File: config.mk
export PLATFORM = sky130hd
export DESIGN_NAME = mem_wb_stage
export DESIGN_NICKNAME = d
export VERILOG_FILES = /design/src/rtl/mips_pipe_pkg.sv /design/src/rtl/pipe_skid_buf.sv /design/src/rtl/mem_wb_stage.sv
export SDC_FILE = /design/constraint.sdc
export NUM_CORES = 1
export LEC_CHECK = 0
export CORE_MARGIN = 2
export CORE_UTILIZATION = 55
export DETAILED_ROUTE_END_ITERATION = 10
export PLACE_DENSITY = 0.95
export REMOVE_ABC_BUFFERS = 1
export SLEW_MARGIN = 20
export SYNTH_ARGS = -nofsm -noshare
export SYNTH_HDL_FRONTEND = slang
export SYNTH_SLANG_ARGS = --single-unit
File: constraint.sdc
create_clock -name clk -period 4.1 [get_ports clk]
set_clock_uncertainty 0.2 [all_clocks]
set_input_delay 0.82 -clock clk [delete_from_list [all_inputs] [get_ports clk]]
set_output_delay 0.82 -clock clk [all_outputs]
set_load 0.005 [all_outputs]
File: src/rtl/mips_pipe_pkg.sv
// Shared types and constants for the MIPS pipeline stages.
// wb_ctrl_t packs the writeback control bits so that RegWrite sits at bit 0
// and MemtoReg at bit 1, matching the raw 2-bit control bus from MEM.
package mips_pipe_pkg;

  localparam int WB_REGWRITE_BIT = 0;
  localparam int WB_MEMTOREG_BIT = 1;

  // Register index of the hard-wired zero register.
  localparam int unsigned ZERO_REG = 0;

  typedef struct packed {
    logic mem_to_reg;  // bit 1: select memory read data for writeback
    logic reg_write;   // bit 0: write the register file
  } wb_ctrl_t;

  // Writeback source select: memory data when mem_to_reg is set, else ALU.
  function automatic logic [31:0] wb_select32(input wb_ctrl_t ctrl,
                                              input logic [31:0] alu,
                                              input logic [31:0] mem);
    return ctrl.mem_to_reg ? mem : alu;
  endfunction

endpackage

File: src/rtl/pipe_skid_buf.sv
// Generic 2-entry valid/ready skid buffer.
// The main entry drives the outputs; the skid entry catches the one beat that
// can arrive after a downstream stall because in_ready is registered.
// Strict FIFO order. flush clears both entries and outranks accept/release.
// Synchronous active-high reset clears valid bits and payload registers.
module pipe_skid_buf #(
  parameter int W = 8
) (
  input  logic         clk,
  input  logic         rst,
  input  logic         flush,
  input  logic         in_valid,
  output logic         in_ready,
  input  logic [W-1:0] in_data,
  output logic         out_valid,
  input  logic         out_ready,
  output logic [W-1:0] out_data
);

  logic         main_valid_q, main_valid_d;
  logic [W-1:0] main_data_q,  main_data_d;
  logic         skid_valid_q, skid_valid_d;
  logic [W-1:0] skid_data_q,  skid_data_d;
  logic         in_ready_q,   in_ready_d;

  logic push;
  logic pop;

  // Handshake qualifiers for this cycle.
  always_comb begin
    push = in_valid && in_ready_q;
    pop  = main_valid_q && out_ready;
  end

  // Next-state: drain skid into main on release, then place any accepted beat
  // in the first free entry so ordering stays first-in first-out.
  always_comb begin
    // NOTE: every signal gets its hold value first, so no path through the
    // if/else tree leaves one unassigned and no latch is inferred.
    main_valid_d = main_valid_q;
    main_data_d  = main_data_q;
    skid_valid_d = skid_valid_q;
    skid_data_d  = skid_data_q;

    if (flush) begin
      // Valid bits only; payload registers keep their last loaded value.
      main_valid_d = 1'b0;
      skid_valid_d = 1'b0;
    end else begin
      if (pop) begin
        if (skid_valid_q) begin
          main_data_d  = skid_data_q;
          main_valid_d = 1'b1;
          skid_valid_d = 1'b0;
        end else begin
          main_valid_d = 1'b0;
        end
      end
      if (push) begin
        if (!main_valid_d) begin
          main_data_d  = in_data;
          main_valid_d = 1'b1;
        end else if (!skid_valid_d) begin
          skid_data_d  = in_data;
          skid_valid_d = 1'b1;
        end
      end
    end

    // Ready next cycle exactly when the skid entry will be free.
    in_ready_d = !skid_valid_d;
  end

  // State registers with synchronous reset.
  always_ff @(posedge clk) begin
    // NOTE: sequential state uses non-blocking assignments so every flop
    // samples the pre-edge values regardless of statement order.
    if (rst) begin
      // NOTE: payload registers are reset as well as the valid bits, so the
      // held outputs read zero after reset; with only two entries this is a
      // handful of flops, unlike a RAM-backed FIFO.
      main_valid_q <= 1'b0;
      main_data_q  <= '0;
      skid_valid_q <= 1'b0;
      skid_data_q  <= '0;
      in_ready_q   <= 1'b0;
    end else begin
      main_valid_q <= main_valid_d;
      main_data_q  <= main_data_d;
      skid_valid_q <= skid_valid_d;
      skid_data_q  <= skid_data_d;
      in_ready_q   <= in_ready_d;
    end
  end

  // Outputs come straight from registers; no input-to-output path.
  always_comb begin
    in_ready  = in_ready_q;
    out_valid = main_valid_q;
    out_data  = main_data_q;
  end

endmodule

File: src/rtl/mem_wb_stage.sv
// MEM/WB pipeline stage: registers the MEM-stage beat through a 2-entry skid
// buffer and drives the writeback mux, zero-register guard and write enable.
// Optional feature macro: MEM_WB_FWD_EN adds fwd_valid/fwd_reg/fwd_data for
// the hazard/forwarding unit. Without it those ports and their logic vanish.
module mem_wb_stage
  import mips_pipe_pkg::*;
#(
  parameter int DATA_W     = 32,
  parameter int REG_AW     = 5,
  parameter int ZERO_GUARD = 1
) (
  input  logic              clk,
  input  logic              rst,
  input  logic              flush,
  input  logic              in_valid,
  output logic              in_ready,
  input  logic [1:0]        in_wb_ctrl,
  input  logic [DATA_W-1:0] in_alu_result,
  input  logic [DATA_W-1:0] in_read_data,
  input  logic [REG_AW-1:0] in_write_reg,
  output logic              out_valid,
  input  logic              out_ready,
  output logic              out_reg_write,
  output logic              out_mem_to_reg,
  output logic [DATA_W-1:0] out_alu_result,
  output logic [DATA_W-1:0] out_read_data,
  output logic [REG_AW-1:0] out_write_reg,
  output logic [DATA_W-1:0] out_write_data
`ifdef MEM_WB_FWD_EN
  ,
  output logic              fwd_valid,
  output logic [REG_AW-1:0] fwd_reg,
  output logic [DATA_W-1:0] fwd_data
`endif
);

  localparam int PW = 2 + 2 * DATA_W + REG_AW;

  logic [PW-1:0] in_payload;
  logic [PW-1:0] out_payload;
  wb_ctrl_t      out_ctrl;
  logic          is_zero_reg;

  assign in_payload = {in_wb_ctrl, in_alu_result, in_read_data, in_write_reg};

  pipe_skid_buf #(
    .W (PW)
  ) u_skid (
    .clk       (clk),
    .rst       (rst),
    .flush     (flush),
    .in_valid  (in_valid),
    .in_ready  (in_ready),
    .in_data   (in_payload),
    .out_valid (out_valid),
    .out_ready (out_ready),
    .out_data  (out_payload)
  );

  assign {out_ctrl, out_alu_result, out_read_data, out_write_reg} = out_payload;

  // Writeback mux and gated write enable, from main-entry registers only.
  always_comb begin
    is_zero_reg    = (ZERO_GUARD != 0) && (out_write_reg == REG_AW'(ZERO_REG));
    out_mem_to_reg = out_ctrl.mem_to_reg;
    out_reg_write  = out_valid && out_ctrl.reg_write && !is_zero_reg;
    out_write_data = out_ctrl.mem_to_reg ? out_read_data : out_alu_result;
  end

`ifdef MEM_WB_FWD_EN
  // Forwarding view of the beat about to be written back.
  always_comb begin
    fwd_valid = out_reg_write;
    fwd_reg   = out_write_reg;
    fwd_data  = out_write_data;
  end
`endif

endmodule

==> results of run 1 <==
==> layout make-up <==
| cell class | count | share of cell area |
|---|---|---|
| inverter | 1 | 0.0003799 |
| timing repair buffer | 200 | 0.1983 |
| tap | 184 | 0.02330 |
| sequential | 145 | 0.2939 |
| clock inverter | 8 | 0.01545 |
| antenna | 1 | 0.0002533 |
| clock buffer | 22 | 0.04901 |
| multi-input combinational | 620 | 0.4194 |
==> cell usage after synthesis <==
cell,instances
sky130_fd_sc_hd__buf_6,17
sky130_fd_sc_hd__mux2_2,32
sky130_fd_sc_hd__xnor2_2,1
sky130_fd_sc_hd__nor3_1,2
sky130_fd_sc_hd__a22oi_1,71
sky130_fd_sc_hd__o21ai_1,27
sky130_fd_sc_hd__and3_1,1
sky130_fd_sc_hd__nor2_2,1
sky130_fd_sc_hd__clkbuf_1,34
sky130_fd_sc_hd__o21ai_0,44
sky130_fd_sc_hd__buf_2,49
sky130_fd_sc_hd__a31oi_4,1
sky130_fd_sc_hd__or3_1,1
sky130_fd_sc_hd__nor2b_1,73
sky130_fd_sc_hd__and2_1,1
sky130_fd_sc_hd__nand2_1,71
sky130_fd_sc_hd__o21ba_2,1
sky130_fd_sc_hd__and4b_1,1
sky130_fd_sc_hd__nand3_1,71
sky130_fd_sc_hd__o2111ai_1,71
sky130_fd_sc_hd__inv_2,1
sky130_fd_sc_hd__o221ai_1,71
sky130_fd_sc_hd__nand4b_1,1
sky130_fd_sc_hd__clkbuf_2,4
sky130_fd_sc_hd__nand2b_4,1
sky130_fd_sc_hd__a21boi_4,1
sky130_fd_sc_hd__o311a_1,1
sky130_fd_sc_hd__a21oi_1,72
sky130_fd_sc_hd__o22ai_1,1
sky130_fd_sc_hd__dfxtp_1,145
sky130_fd_sc_hd__buf_4,85
sky130_fd_sc_hd__a21boi_0,1
sky130_fd_sc_hd__xor2_4,1
==> through the flow <==
step | power [mW] | cell area [um2] | utilization | hold WS, ns
after CTS | 3.687 | 9878 | 0.6771 | 0.2697
final | 3.685 | 9881 | 0.6773 | 0.2699
after global placement | 2.012 | 9241 | 0.6334 | 0.2552
after floorplan | 1.685 | 7023 | - | 0.2426
after detailed placement | 2.023 | 9241 | 0.6334 | 0.2616
after global routing | 3.782 | 9878 | 0.6771 | 0.2836
==> critical path: cells and delay by family (launching register included) <==
family | cells | cell delay, ns
mux | 1 | 0.43
flops | 1 | 0.98
buf+inv | 1 | 0.48
==> registers in the layout, summed over array words and instances (netlist names) <==
signal and count:
u_skid.out_data 71, u_skid.in_ready 1, u_skid.skid_valid_q 1, u_skid.skid_data_q 71, u_skid.out_valid 1
==> path summary, 6_finish.rpt <==
kind / from / endpoint / slack (ns) / depth (start not counted)
worst max-delay path: u_skid.out_data[70]$_SDFFE_PP0N_ / out_write_data[3] / 0.76 / 2
worst min-delay path: u_skid.skid_data_q[69]$_SDFFE_PP0P_ / u_skid.skid_data_q[69]$_SDFFE_PP0P_ / 0.27 / 2
worst max register to register: u_skid.skid_valid_q$_SDFF_PP0_ / u_skid.skid_data_q[35]$_SDFFE_PP0P_ / 1.56 / 4
worst min register to register: u_skid.skid_data_q[69]$_SDFFE_PP0P_ / u_skid.skid_data_q[69]$_SDFFE_PP0P_ / 0.27 / 2
==> report_power, final <==
group,leakage (nW),switching [mW],internal (mW)
logic,1.58,0.242,0.248
clock network,0.305,0.602,1.08
registers,1.18,0.0588,1.46
==> metal layers <==
layer	wire length, um	up-vias	GRT usage
li1	-	3608	-
met1	9538	3757	0.3751
met2	11890	522	0.4873
met3	2220	62	0.04892
met4	629	0	0.1286
met5	0	-	0
==> cells by family (layout without fill, tap and decap cells) <==
kind of cell	after synthesis	count (layout)
buf+inv	190	231
xor+xnor	2	2
compound gates	362	362
simple gates	224	224
mux	32	32
flops	145	145
other cells	0	1
==> metrics list, run 1 <==
* Status: complete, no violations
* Post-synthesis area per instance: 8.634 um2
- Count of max-cap constraint violations: 0
- Overall die area: 15,990 um2
- Sorting the synthesized cells by area gives the leading types as sky130_fd_sc_hd__dfxtp_1 35%, sky130_fd_sc_hd__buf_4 7.7%, sky130_fd_sc_hd__o2111ai_1 7.5%, sky130_fd_sc_hd__o221ai_1 7.5%, sky130_fd_sc_hd__a22oi_1 6.5%.
- The via count of the first global-routing pass was 7,650.
- The final layout contains 1,061 nets.
- Of the post-synthesis cell area, the dominant cell type holds 0.3520.
- VDD sags by at most 0.2617 mV.
* Hold Vio Cnt, Final: 0
* TritonCTS Buffers: 17
* Count of distinct cell types in the synthesized netlist: 33
- Clock slew at reported path FFs: 0.06 ns
* Worst relative slew slack: 0.2879
- Unrepaired setup endpoints after global routing: false
* Sequential cell area fraction in the yosys report: 0.3520
- Of the total synthesized cell area, the portion taken by full adders, half adders and majority gates is 0.
* Count of hold-fix buffers inserted at cts: 0
* Element type at the critical path end: output port
- In the routed design, unresolved DRC markers number 0.
- Synthesis produced 955 cells.
- Synthesized-area fraction occupied by and/or/nand/nor cells: 0.1390
- The final route contains 7,949 vias.
* Area growth from synthesis to final layout: 19.83%
* DR WL/cell: 20.56 um
- Input/output buffers: 180
- In this run the post-CTS setup repair buffer count came out at 0.
- For this design the static power due to leakage is 3.060 nW.
- Initial cell density of the core: 0.5652
- Number of max-slew violations in the final report: 0
- Proportion of synthesized area in mux cells: 0.04370
- Detailed router's first-iteration violation count: 1,071
- Of the total synthesized cell area, the portion taken by XOR and XNOR cells is 0.005311.
* Most frequent standard cell in the layout excluding fill and tap cells: sky130_fd_sc_hd__clkdlybuf4s50_1
- Worst-Margin Slew: 1.068 ns
* Fraction of final layout cells with drive strength greater than 1: 0.09639
- The die is 126.4 um tall.
* Combined global-route utilization of all metal layers: 0.2930
- Pin count of the biggest net entering global routing: 85
- At the later pin of the worst-skew pair, clock insertion delay measures 0.42 ns.
- Setup slack closes at 0.7646 ns.
* Number of gates resized after CTS: 0
- Final setup TNS: 0 ns
- Final wirelength: 24,280 um
- Data on the critical path arrives at its endpoint at 2.32 ns.
- Final setup violation count: 0
- After the flow finishes, the layout carries non-filler instances totaling 1,181.
* Final clock period utilization by the worst path: 0.8135
- Of all nets on the critical path, the largest fanout is 35.
* Compound-gate portion of the synthesized area: 0.3112
- In this design, the stage delay of the slowest critical-path cell is 0.98 ns.
* Antenna viol nets, final: 0
- Walking the worst path, the cells encountered are mux2_2 -> clkdlybuf4s50_1.
* Synth area leader: sky130_fd_sc_hd__dfxtp_1
- In this run the count of I/O pins placed on the die edge is 181.
* Largest family of logic cells by synthesized area: compound AO/OA/AOI/OAI gates
- Commonest non-fill, non-tap cells in the layout: 178 x sky130_fd_sc_hd__clkdlybuf4s50_1, 144 x sky130_fd_sc_hd__dfxtp_1, 72 x sky130_fd_sc_hd__a21oi_1, 72 x sky130_fd_sc_hd__nor2b_1
- Cell Count Post-Placement: 1,150
- Static timing analysis puts the maximum clock frequency at 0.2998 GHz.
* Path category of the worst min-delay check: flip-flop to flip-flop
* Core Rows: 44
- Global-route wire length before repair: 38,870 um
- Placed wire-length estimate: 13,380 um
- Area occupied by multi-input gates: 4144 um2
- Vias/cell: 6.731
* Router iterations before antenna repair: 6
- For this design the ratio of total power to cell area is 373.0 nW/um2.
- Fill cells in the final layout number 1,097.
* Clock sink count: 145
- The congestion estimate from routability-driven global placement came to 0.7833.
* Core area: 14,590 um2
* Count of state elements after synthesis: 145
* CTS H-tree depth: 4
- Maximum buffer depth of the clock tree: 2
- Cell area after technology mapping: 8245 um2
* CTS tree: done
* Slowest cell on the critical path: sky130_fd_sc_hd__dfxtp_2
- Horizontal extent of the die: 126.4 um
- Number of antenna violations at the first check in global routing: 0
* Overflow left after global routing: 0
* Data required time of the critical path: 3.08 ns
* CP startpoint kind: flip-flop
- Clock Tree Root: sky130_fd_sc_hd__clkbuf_16
- FF+latch area: 2904 um2
* Setup CP Type: flip-flop to output port
- Period minus WS final: 3.335 ns
* Worst setup timing slack at the placement stage: 0.9206 ns
- Number of warnings reported in the yosys synthesis log: 0
Note: power is estimated with default switching activity, not from simulation.
==> run 2: changes to the inputs <==
- CORE_UTILIZATION: 55 -> 47
- PLACE_DENSITY: 0.95 -> 0.89
- clock period: 4.1 -> 2.9 ns (I/O delays scaled with it)
==> metrics list, run 2 (synthesis gave the netlist of run 1 again) <==
* Status: complete, no violations
- Final wirelength: 24,380 um
* Path category of the worst min-delay check: flip-flop to flip-flop
* Antenna viol nets, final: 0
- Ratio of total power to cell area: 517.8 nW/um2
- Count of vias placed by the detailed router: 7,960
- Leak Pwr: 3.149 nW
- The pre-antenna-repair detailed-routing pass consisted of 7 iterations.
* Horizontal extent of the die: 136.5 um
* Number of max-slew violations in the final report: 0
- Critical path capture point: out_write_data[16]
* Initial cell density of the core: 0.4784
- Placed wire-length estimate: 13,770 um
- Layout fillers: 1,440
* Clk pwr share: 0.456
- Element type at the critical path end: output port
- The worst setup path is launched from a flip-flop.
- The worst setup path is of the flip-flop to output port kind.
- Number of global-route vias before repair: 7,699
* Combined global-route utilization of all metal layers: 0.2555
* Overflow left after global routing: 0
- Pin count of the biggest net entering global routing: 115
* Maximum resistive drop on vdd: 0.4059 mV
- Count of max-cap constraint violations: 0
* Data required time of the critical path: 2.12 ns
- Core Rows: 48
- Pin placement for this block handled 181 I/O pins.
* Core area: 17,240 um2
- Total Power Consumption: 5.253 mW
* Register share of total power: 0.406
* Worst reg2reg path endpoint: u_skid.out_data[13]$_SDFFE_PP0N_
- TritonCTS built the clock tree.
- Detailed router's first-iteration violation count: 845
* Data arrival at the endpoint of the critical path: 1.92 ns
- DR WL/cell: 19.85 um
- Last weighted congestion value of the routability-driven placer: 0.7656
- Vias/cell: 6.482
* Fraction of final layout cells with drive strength greater than 1: 0.1017
* Switching fraction of total power: 0.2392
- TritonCTS Buffers: 17
- The clock reaches the later pin of the worst-skew pair after 0.42 ns.
* Nets@finish: 1,067
- In this run the vertical extent of the chip is 136.5 um.
- The top cell types in the final layout, fill and taps aside, are 178 x sky130_fd_sc_hd__clkdlybuf4s50_1, 144 x sky130_fd_sc_hd__dfxtp_1, 72 x sky130_fd_sc_hd__a21oi_1, 72 x sky130_fd_sc_hd__nor2b_1.
* Critical path startpoint: u_skid.out_data[70]$_SDFFE_PP0N_
- The number of antenna violations at the first check in global routing was 0.
- The H-tree was split into 4 levels.
- After clock tree synthesis, the flow added hold-fix buffers numbering 0.
- Clock Tree Root: sky130_fd_sc_hd__clkbuf_16
- Total setup buffers inserted after CTS: 0
- The floorplan step defined a die boundary enclosing 18,620 um2.
- Across all register-to-register paths, the minimum setup slack is 0.66 ns.
- Area occupied by multi-input gates: 4144 um2
* Logic depth of the worst register-to-register path: 4
- Fraction of power consumed by combinational cells: 0.138
- Source of the worst register-to-register timing path: u_skid.out_valid$_SDFF_PP0_
* Peak clock frequency supported by timing: 0.3709 GHz
- Global-route wire length before repair: 38,130 um
- The area growth from synthesis to layout is 23.03%.
- In the final timing run, aggregate negative setup slack is 0 ns.
- Clock slew at reported path FFs: 0.06 ns
- Worst-Margin Slew: 1.121 ns
- Number of gates resized after CTS: 0
- In the routed design, unresolved DRC markers number 0.
* Unrepaired setup endpoints after global routing: false
* Switch Pwr: 1.256 mW
- Period minus WS final: 2.696 ns
- In this run the worst path has a maximum fanout of 15.
* Maximum buffer depth of the clock tree: 2
- Clock sink count: 145
* Final setup violation count: 0
- Leaving out fill and tap cells, the most frequent cell in the layout is sky130_fd_sc_hd__clkdlybuf4s50_1.
- Hold Vio Cnt, Final: 0
- FF+latch area: 2907 um2
- Buffers placed on the I/O ports in this run total 180.
- Of the available clock period, the critical path in the final layout requires 0.9298.
* Internal power: 3.997 mW
- Worst relative slew slack: 0.2529
- # diodes: 0
[run 2: cell count changes in the layout (fill, tap and decap cells not counted), sizes merged]
cell	change
clkinv	+1
clkbuf	-1
diode	-1
buf	+6
bufinv	+1
inv	+1
clkinvlp	-1
[run 2: per-layer routing]
layer,track usage,vias up,part of all wire
met4,0.1134,0,0.021
met2,0.4425,443,0.51
met3,0.05891,48,0.078
li1,-,3626,-
met5,0,-,0
met1,0.3005,3843,0.39
[run 2: worst min-delay path by stage]
stage	end	cells past startpoint	start
2_1_floorplan	u_skid.skid_data_q[0]$_SDFFE_PP0P_	2	u_skid.skid_data_q[0]$_SDFFE_PP0P_
6_report	u_skid.skid_data_q[47]$_SDFFE_PP0P_	2	u_skid.skid_data_q[47]$_SDFFE_PP0P_
3_3_place_gp	u_skid.skid_data_q[29]$_SDFFE_PP0P_	2	u_skid.skid_data_q[29]$_SDFFE_PP0P_
5_1_grt	u_skid.skid_data_q[10]$_SDFFE_PP0P_	2	u_skid.skid_data_q[10]$_SDFFE_PP0P_
4_1_cts	u_skid.skid_data_q[2]$_SDFFE_PP0P_	2	u_skid.skid_data_q[2]$_SDFFE_PP0P_
3_5_place_dp	u_skid.skid_data_q[2]$_SDFFE_PP0P_	2	u_skid.skid_data_q[2]$_SDFFE_PP0P_
[run 2: area by class of cell]
cell class / instances / share of cell area
Timing Repair Buffer: 206 / 0.2136
Inverter: 1 / 0.0003700
Clock buffer: 21 / 0.04539
Sequential cell: 145 / 0.2865
Multi-Input combinational cell: 620 / 0.4085
Clock inverter: 10 / 0.01788
Tap cell: 225 / 0.02775
[run 2: critical path: stages (launching register included)]
cell	delay, ns
sky130_fd_sc_hd__dfxtp_4	0.48
sky130_fd_sc_hd__buf_4	0.22
sky130_fd_sc_hd__mux2_2	0.34
sky130_fd_sc_hd__clkdlybuf4s50_1	0.45
[run 2: metrics by stage]
stage            util  hold WS, ns  area [um2]  setup WS (ns)  cells
3_5_place_dp   0.5500       0.2619        9480         0.3199   1196
5_1_grt        0.5886       0.2875       10140         0.1042   1228
4_1_cts        0.5873       0.2698       10120        0.02592   1227
6_report       0.5886       0.2682       10140         0.2037   1228
3_3_place_gp   0.5500       0.2553        9480         0.3636   1196
2_1_floorplan       -       0.2426        7023        -0.6755    766
[run 2: power groups by stage]
stage | logic (mW) | clock network (mW) | registers, mW
floorplan | 0.218 | 0 | 2.16
detailed placement | 0.712 | 0 | 2.17
global route | 0.771 | 2.50 | 2.14
CTS | 0.715 | 2.42 | 2.13
finish | 0.725 | 2.40 | 2.13
global placement | 0.703 | 0 | 2.17
==> run 3: changes to the inputs <==
- CORE_UTILIZATION: 47 -> 48
- CTS_BUF_LIST: default -> sky130_fd_sc_hd__clkbuf_4
- PLACE_DENSITY: 0.89 -> 0.9
- RECOVER_POWER: default -> 25
==> metrics list, run 3 (synthesis gave the netlist of run 1 again) <==
- In this run the power density over the cells is 422.4 nW/um2.
- Timing analysis after detailed placement gives a worst setup slack of 0.3649 ns.
- Worst relative slew slack: -0.06208
* Path category of the worst min-delay check: input pin to flip-flop
- Input/output buffers: 180
* Number of antenna violations at the first check in global routing: 1
- For this design the top-level I/O count stands at 181.
* Clock Tree Root: sky130_fd_sc_hd__clkbuf_4
* Router iterations before antenna repair: 6
- For the worst setup path, the data arrival time is 3.08 ns.
* Most frequent standard cell in the layout excluding fill and tap cells: sky130_fd_sc_hd__clkdlybuf4s50_1
* Initial cell density of the core: 0.4937
* Longest individual stage delay on the worst path: 1.17 ns
- Unrepaired setup endpoints after global routing: false
- Once routing completed, OpenROAD measured the worst setup slack at 0.09498 ns.
- The routed layout has 7,884 vias.
- Final clock period utilization by the worst path: 0.9672
- The number of buffers and inverters on the critical path is 2.
- Nets@finish: 1,066
* Chip Height: 135.1 um
- The count of final hold-check violations is 0.
- Count of max-cap constraint violations: 1
- In this run the number of H-tree levels came out at 4.
- Clock sink count: 145
- Leak Pwr: 2.990 nW
- TritonCTS built the clock tree.
- Cell family with most CP delay: buffers and inverters
- At the pin with the least slew margin, the transition time is 1.593 ns.
- Excluding fillers, the count of instances in the completed layout stands at 1,223.
- Setup violations remaining at the end of the flow were counted as 0.
- Drc violations: 0
- Number of global-route vias before repair: 7,742
- Failing checks: max-capacitance violations, max-slew violations
- Combined global-route utilization of all metal layers: 0.2578
- With fillers left out, the area of the finished cells amounts to 9702 um2.
- Using the TritonRoute via totals, the vias-per-cell ratio works out to 6.446.
* Antenna viol nets, final: 0
- Cell Count Post-Placement: 1,189
- Post-route worst hold slack: 0.08514 ns
- Routability-driven placement finished with a final weighted congestion of 0.7547.
- The number of max-slew violations in the final report was 74.
* Post-DP Area: 9435 um2
- Entering global routing, the biggest net connects 76 pins.
- Post-Route Utilization: 0.5809
- Final wirelength: 24,130 um
* Skew-Pair Late Insertion Delay: 0.57 ns
- Total Power Consumption: 4.098 mW
- Across the VDD grid, the largest voltage drop is 0.2929 mV.
- Maximum buffer depth of the clock tree: 2
* Final setup TNS: 0 ns
- Count of hold-fix buffers inserted at cts: 0
- Row generation in the floorplan step produced 47 rows.
* Element type at the critical path end: flip-flop
- STA classifies the critical path startpoint as an input pin.
- Overflow left after global routing: 0
- Setup CP Type: input pin to flip-flop
- Clock slew at reported path FFs: 0.12 ns
- Commonest non-fill, non-tap cells in the layout: 176 x sky130_fd_sc_hd__clkdlybuf4s50_1, 142 x sky130_fd_sc_hd__dfxtp_1, 72 x sky130_fd_sc_hd__a21oi_1, 72 x sky130_fd_sc_hd__nor2b_1
* Fraction of final layout cells with drive strength greater than 1: 0.1018
* Placed wire-length estimate: 13,570 um
- The area growth from synthesis to layout is 17.66%.
* Ordered list of cells on the worst path: dlygate4sd3_1 -> and2_4 -> buf_2 -> o22ai_1 -> o21ba_2
* Overall die area: 18,240 um2
- At the worst endpoint, the required time is 3.17 ns.
- TritonCTS Buffers: 17
* Peak clock frequency supported by timing: 0.3565 GHz
* DR WL/cell: 19.73 um
* Global-route wire length before repair: 38,120 um
- In this run the horizontal extent of the chip is 135.1 um.
- Status: finished with violations
- Core area: 16,700 um2
- Period minus WS final: 2.805 ns
* Maximum fanout encountered on the critical timing path: 73
- For this block, the initial DRC count from the detailed router was 979.
- The slowest stage of the critical path is the sky130_fd_sc_hd__buf_2 cell.
-- run 3: changes by cell type in the layout (fill, tap and decap cells not counted), moves of 3 or more --
cell | before | now
sky130_fd_sc_hd__o21ai_0 | 44 | 68
sky130_fd_sc_hd__buf_12 | 14 | 10
sky130_fd_sc_hd__clkbuf_4 | 0 | 22
sky130_fd_sc_hd__bufinv_16 | 5 | 2
sky130_fd_sc_hd__clkbuf_16 | 17 | 0
sky130_fd_sc_hd__o21ai_1 | 27 | 3
sky130_fd_sc_hd__clkinv_1 | 0 | 3
-- run 3: final timing paths --
path / depth (start not counted) / slack (ns) / endpoint / from
worst min-delay path: 2 / 0.09 / u_skid.skid_valid_q$_SDFF_PP0_ / flush
worst max register to register: 4 / 0.29 / u_skid.in_ready$_SDFF_PP0_ / u_skid.in_ready$_SDFF_PP0_
worst max-delay path: 5 / 0.09 / u_skid.in_ready$_SDFF_PP0_ / in_valid
worst min register to register: 2 / 0.28 / u_skid.skid_data_q[25]$_SDFFE_PP0P_ / u_skid.skid_data_q[25]$_SDFFE_PP0P_
-- run 3: repair_timing --
action	4_1_cts	5_1_grt
endpoints found under the setup margin	21	22
pin swaps	0	0
buffers inserted	0	2
gates resized for setup	1	4
-- run 3: worst reg2reg max path: cells and delay by family, from the launching register on --
family	cells	cell delay (ns)
AOI/OAI and AO/OA	2	0.59
buffers and inverters	1	1.17
DFF	1	0.40
and+or+nand+nor	1	0.17
-- run 3: cell type report --
type                       instances  area, um2
fill                            1510       6999
inverter                           1      3.754
multi-input combinational        620       4145
timing repair buffer             205       2107
clock buffer                      22      165.2
tap                              220      275.3
clock inverter                     9      91.34
antenna                            1      2.502
sequential                       145       2912
-- run 3: report_power, final --
part / internal, mW / total, mW / leakage, nW / switching (mW)
Sequential: 2.06 / 2.13 / 1.18 / 0.0708
Clock: 0.541 / 1.26 / 0.150 / 0.716
Combinational: 0.365 / 0.716 / 1.66 / 0.350
-- run 3: metal layers --
| metal | GRT usage | wire (um) |
|---|---|---|
| met1 | 0.3118 | 9537 |
| met2 | 0.4413 | 12180 |
| met3 | 0.04354 | 1945 |
| met4 | 0.1314 | 466 |
| met5 | 0 | 0 |
